`config.mk`:
```
export PLATFORM = sky130hd
export DESIGN_NAME = interleaver_flat
export DESIGN_NICKNAME = d
export VERILOG_FILES = /design/src/rtl/interleaver_if.sv /design/src/rtl/interleaver.sv /design/src/flat_wrapper.sv
export SDC_FILE = /design/constraint.sdc
export NUM_CORES = 1
export LEC_CHECK = 0
export BUFFER_PORTS_ARGS = -buffer_cell sky130_fd_sc_hd__buf_4
export CAP_MARGIN = 20
export CORE_MARGIN = 1.5
export CORE_UTILIZATION = 40
export CTS_CLUSTER_DIAMETER = 200
export DETAILED_ROUTE_END_ITERATION = 12
export SETUP_SLACK_MARGIN = 0.05
export SLEW_MARGIN = 0
export SYNTH_ARGS = -nofsm -noshare
export SYNTH_HDL_FRONTEND = slang
export SYNTH_SLANG_ARGS = --single-unit
```
`constraint.sdc`:
```
create_clock -name clk -period 3.19 [get_ports clk]
set_input_delay 0.7975 -clock clk [delete_from_list [all_inputs] [get_ports clk]]
set_output_delay 0.7975 -clock clk [all_outputs]
set_load 0.02 [all_outputs]
```
`src/rtl/interleaver_if.sv`:
```
// rtl/interleaver_if.sv - codeword input and serial bit output handshake bundle
// The DUT takes the slave view and the producer/consumer the master view.
interface interleaver_if #(
  parameter int n = 7
);
  logic         s_valid;
  logic         s_ready;
  logic [n-1:0] s_data;
  logic         m_valid;
  logic         m_ready;
  logic         m_data;
  logic         m_first;
  logic         m_last;

  modport master (
    output s_valid, s_data, m_ready,
    input  s_ready, m_valid, m_data, m_first, m_last
  );

  modport slave (
    input  s_valid, s_data, m_ready,
    output s_ready, m_valid, m_data, m_first, m_last
  );
endinterface

```
`src/rtl/interleaver.sv`:
```
// rtl/interleaver.sv - two-bank transmit block interleaver with column-order serial output
// Serial bit symbol_num*b + s carries codeword s, bit b.
module interleaver #(
  parameter int n          = 7,
  parameter int symbol_num = 4,
  parameter int CNT_W      = 16
) (
  input  logic             clk,
  input  logic             rst,
  interleaver_if.slave     bus,
  output logic [CNT_W-1:0] frame_cnt
);
  localparam int SW = (symbol_num > 1) ? $clog2(symbol_num) : 1;
  localparam int BW = (n > 1) ? $clog2(n) : 1;
  localparam logic [SW-1:0] S_LAST = SW'(symbol_num - 1);
  localparam logic [BW-1:0] B_LAST = BW'(n - 1);

  logic [n-1:0]  mem [2][symbol_num];
  logic [1:0]    full;
  logic          wr_bank;
  logic          rd_bank;
  logic [SW-1:0] wr_cnt;
  logic [SW-1:0] s_cnt;
  logic [BW-1:0] b_cnt;
  logic          wr_en;
  logic          rd_en;
  logic          s_wrap;
  logic          frame_end;

  // All outputs decode registered state only, so no input-to-output path exists.
  assign s_wrap      = (s_cnt == S_LAST);
  assign frame_end   = s_wrap & (b_cnt == B_LAST);
  assign bus.s_ready = ~full[wr_bank];
  assign bus.m_valid = full[rd_bank];
  assign bus.m_data  = full[rd_bank] & mem[rd_bank][s_cnt][b_cnt];
  assign bus.m_first = full[rd_bank] & (s_cnt == '0) & (b_cnt == '0);
  assign bus.m_last  = full[rd_bank] & frame_end;
  assign wr_en       = bus.s_valid & ~full[wr_bank];
  assign rd_en       = full[rd_bank] & bus.m_ready;

  always_ff @(posedge clk) begin
    if (wr_en) begin
      mem[wr_bank][wr_cnt] <= bus.s_data;
    end
  end

  // Write and free never target the same bank, so both full-flag updates land.
  always_ff @(posedge clk) begin
    if (rst) begin
      full      <= '0;
      wr_bank   <= 1'b0;
      rd_bank   <= 1'b0;
      wr_cnt    <= '0;
      s_cnt     <= '0;
      b_cnt     <= '0;
      frame_cnt <= '0;
    end else begin
      if (wr_en) begin
        if (wr_cnt == S_LAST) begin
          full[wr_bank] <= 1'b1;
          wr_bank       <= ~wr_bank;
          wr_cnt        <= '0;
        end else begin
          wr_cnt <= wr_cnt + 1'b1;
        end
      end
      if (rd_en) begin
        if (frame_end) begin
          full[rd_bank] <= 1'b0;
          rd_bank       <= ~rd_bank;
          s_cnt         <= '0;
          b_cnt         <= '0;
          frame_cnt     <= frame_cnt + 1'b1;
        end else if (s_wrap) begin
          s_cnt <= '0;
          b_cnt <= b_cnt + 1'b1;
        end else begin
          s_cnt <= s_cnt + 1'b1;
        end
      end
    end
  end
endmodule

```
`src/flat_wrapper.sv`:
```
// flat-port wrapper written by rule: the top's interface ports become plain ports
module interleaver_flat 
#(
  parameter int n          = 7,
  parameter int symbol_num = 4,
  parameter int CNT_W      = 16
)
  (clk, rst, frame_cnt, bus_s_valid, bus_s_data, bus_m_ready, bus_s_ready, bus_m_valid, bus_m_data, bus_m_first, bus_m_last);
  interleaver_if #(.n(n)) bus_i ();
  input  logic clk;
  input  logic rst;
  output logic [CNT_W-1:0] frame_cnt;
  input wire logic [$bits(bus_i.s_valid)-1:0] bus_s_valid;
  input wire logic [$bits(bus_i.s_data)-1:0] bus_s_data;
  input wire logic [$bits(bus_i.m_ready)-1:0] bus_m_ready;
  output wire logic [$bits(bus_i.s_ready)-1:0] bus_s_ready;
  output wire logic [$bits(bus_i.m_valid)-1:0] bus_m_valid;
  output wire logic [$bits(bus_i.m_data)-1:0] bus_m_data;
  output wire logic [$bits(bus_i.m_first)-1:0] bus_m_first;
  output wire logic [$bits(bus_i.m_last)-1:0] bus_m_last;
  assign bus_i.s_valid = bus_s_valid;
  assign bus_i.s_data = bus_s_data;
  assign bus_i.m_ready = bus_m_ready;
  assign bus_s_ready = bus_i.s_ready;
  assign bus_m_valid = bus_i.m_valid;
  assign bus_m_data = bus_i.m_data;
  assign bus_m_first = bus_i.m_first;
  assign bus_m_last = bus_i.m_last;
  interleaver #(.n(n), .symbol_num(symbol_num), .CNT_W(CNT_W)) u_core (.clk(clk), .rst(rst), .bus(bus_i), .frame_cnt(frame_cnt));
endmodule
```
==> flow_summary.toml <==
[synthesis]
ys_seq_area_frac = 0.627
synth_area_leaders = "edfxtp_1 (47%), dfxtp_1 (16%), mux4_2 (8.2%)"
yosysTopAreaCellShare = 0.471
ys_types = 41
synth_top_area_cell = "edfxtp_1"
async_flop_share = 0
yosysMostFrequentCell = "edfxtp_1"
synth_common_cells = "edfxtp_1 (56), dfxtp_1 (28), nor2_1 (23)"
syn_area_um2 = 3570
syn_nets = 287
synthCells = 265
synth_seq_cells = 84
synth_top_flop_cell = "edfxtp_1"
synth-edff-count = 56
ys_warn_count = 0
synth_area_per_cell_um2 = 13.5

[clock_tree]
htree_levels = 3
cts_buffer_depth = 2
holdBufCountCts = 0
clk_pin_slew_worst_paths_ns = 0.09
cts_tree = "yes"
cts_sinks = 84
cts_made_buffers = 9
root_buffer = "clkbuf_8"
insertion_delay_ns = 0.35

[drt]
drt-total-wl_mm = 7.21
drt_pass1_iterations = 4
drtAntennaViolNets = 0
avgViaCountPerCell = 5.31
first_iter_violations = 135
vias = 2236
drcViolationCount = 0
wl_per_cell_um = 17.1

[power]
leakage_nw = 1.46
ir_drop_mv = 0.196
powerDensity_nw_per_um2 = 475
finalPower_mw = 1.99

[timing]
finalSetupViolations = 0
fin_setup_tns_ns = 0
finClkSkew_ns = 0.00894
hold_viol = 0
worstMarginPinSlew_ns = 0.512
grt_setup_unrepaired = "no"
max_freq_ghz = 0.329
slew_headroom = 0.659
min_period_over_period = 0.952
report.final.slew_viol_count = 0
timing.final.ws_setup_ns = 0.152
period_minus_slack_ns = 3.04

[global_routing]
grt_usage = 0.161
first_global_vias = 2147
grt-ovfl-total = 0
grt_first_pass_wirelength_mm = 11.7
grt_max_degree = 29
antenna_found_initial = 0

[floorplanning]
start_util = 0.412
die_h_um = 97.5
fp-row-count = 34
ios = 32
core-area_um2 = 8680
dieArea_um2 = 9510
die_w_um = 97.5

[hold_path]
min_path_type = "flip-flop to flip-flop"

[critical_path]
crit_arrival_ns = 2.24
critPathRequiredTime_ns = 2.39
cpMaxStageDelayCell = "mux4_2"
slowest_delay_ns = 0.49
cp_cell_sequence = "mux4_2 > mux2_2 > or4_1 > o211ai_1 > nor4_2 > buf_4"
crit_path_start_kind = "flip-flop"
path_max_fanout = 4
end_kind = "output pin"
critPathKind = "flip-flop to output pin"

[job]
max_cap_viol_count = 0

[outcome]
status = "finished, final reports clean"

[placement]
numPortBuffers = 31
globalplace.congestion = 0.767
pre_cts_ws_ns = 0.414
dp_hpwl_mm = 4.87

[cells_and_area]
layout-drive-gt1-share = 0.256
antenna_cells = 0
area_growth_pct = 17.4
nNetsFinal = 330
[flip-flops by register name, summed over array words and instances, names as in the netlist, named ones only]
| signal | cells |
|---|---|
| u_core.rd_bank | 1 |
| u_core.wr_bank | 1 |
| u_core.wr_cnt | 2 |
| u_core.full | 2 |
| u_core.mem | 56 |
| u_core.b_cnt | 3 |
| u_core.s_cnt | 2 |
| u_core.frame_cnt | 16 |
[what timing repair did]
item	CTS	global route
endpoints found under the hold margin	0	0
resized for setup	2	10
buffers inserted	0	3
pin swaps	0	2
setup endpoints to repair	1	1
[path summary, 6_finish.rpt]
check	start	to	slack, ns	depth (start not counted)
hold / removal	u_core.wr_cnt[1]	u_core.wr_cnt[1]	0.49	2
setup reg to reg	u_core.s_cnt[0]	u_core.frame_cnt[15]	0.88	7
setup / recovery	flip-flop	bus_m_data	0.15	6
hold reg to reg	u_core.wr_cnt[1]	u_core.wr_cnt[1]	0.49	2
[metal layers]
metal | share of wire | vias to the layer above | global-route usage | wire length (µm)
met4 | 0.015 | 0 | 0.0571 | 111
met3 | 0.046 | 11 | 0.0360 | 334
li1 | - | 1076 | - | -
met2 | 0.46 | 53 | 0.229 | 3310
met5 | 0 | - | 0 | 0
met1 | 0.48 | 1096 | 0.243 | 3450
[worst max-delay path: cells and delay by family, from the launching register on]
family                 cells  cell delay, ns
DFF                        1            0.39
muxes                      2            0.76
and+or+nand+nor            2            0.46
AOI/OAI and AO/OA          1            0.12
buffers and inverters      1            0.17
[kinds of logic (layout without fill, tap and decap cells)]
| kind of cell | Yosys count | count (layout) | synth area share |
|---|---|---|---|
| multiplexers | 17 | 17 | 0.0935 |
| AND/OR/NAND/NOR | 93 | 93 | 0.139 |
| flip-flops | 84 | 84 | 0.627 |
| AO/OA/AOI/OAI | 32 | 32 | 0.0529 |
| adder cells (fa/ha/maj) | 11 | 11 | 0.0385 |
| XOR/XNOR | 11 | 11 | 0.0270 |
| buffers and inverters | 17 | 65 | 0.0214 |
[layout by cell type, fill, tap and decap left out, drive strengths merged, types with 9 or more instances in the layout]
master and n:
o21ai 9, mux4 13, edfxtp 56, nand2 22, buf 40, inv 9
ha 11, nor2 23, dfxtp 28, a21oi 14, clkbuf 9
[metrics by stage]
stage	area, µm²	hold slack [ns]	instances	utilization
global placement	3940	0.468	402	0.454
floorplan	3570	0.469	265	-
CTS	4140	0.496	418	0.477
detailed placement	3940	0.478	402	0.454
finish	4200	0.494	421	0.483
global route	4200	0.513	421	0.483
[power breakdown]
group          leakage, nW  switching [mW]  internal (mW)
sequential           0.736         0.00624           1.18
clock               0.0926           0.384          0.358
combinational        0.626          0.0433         0.0278
total                 1.46           0.433           1.56
[layout make-up]
type                       instances  area [µm²]
inverter                           9        33.8
clock buffer                       9         124
timing repair buffer              40         313
sequential                        84        2250
clock inverter                     7        67.6
fill                             791        4480
multi-input combinational        164        1270
tap                              108         135
No activity file was read; power rests on OpenSTA's default activity.
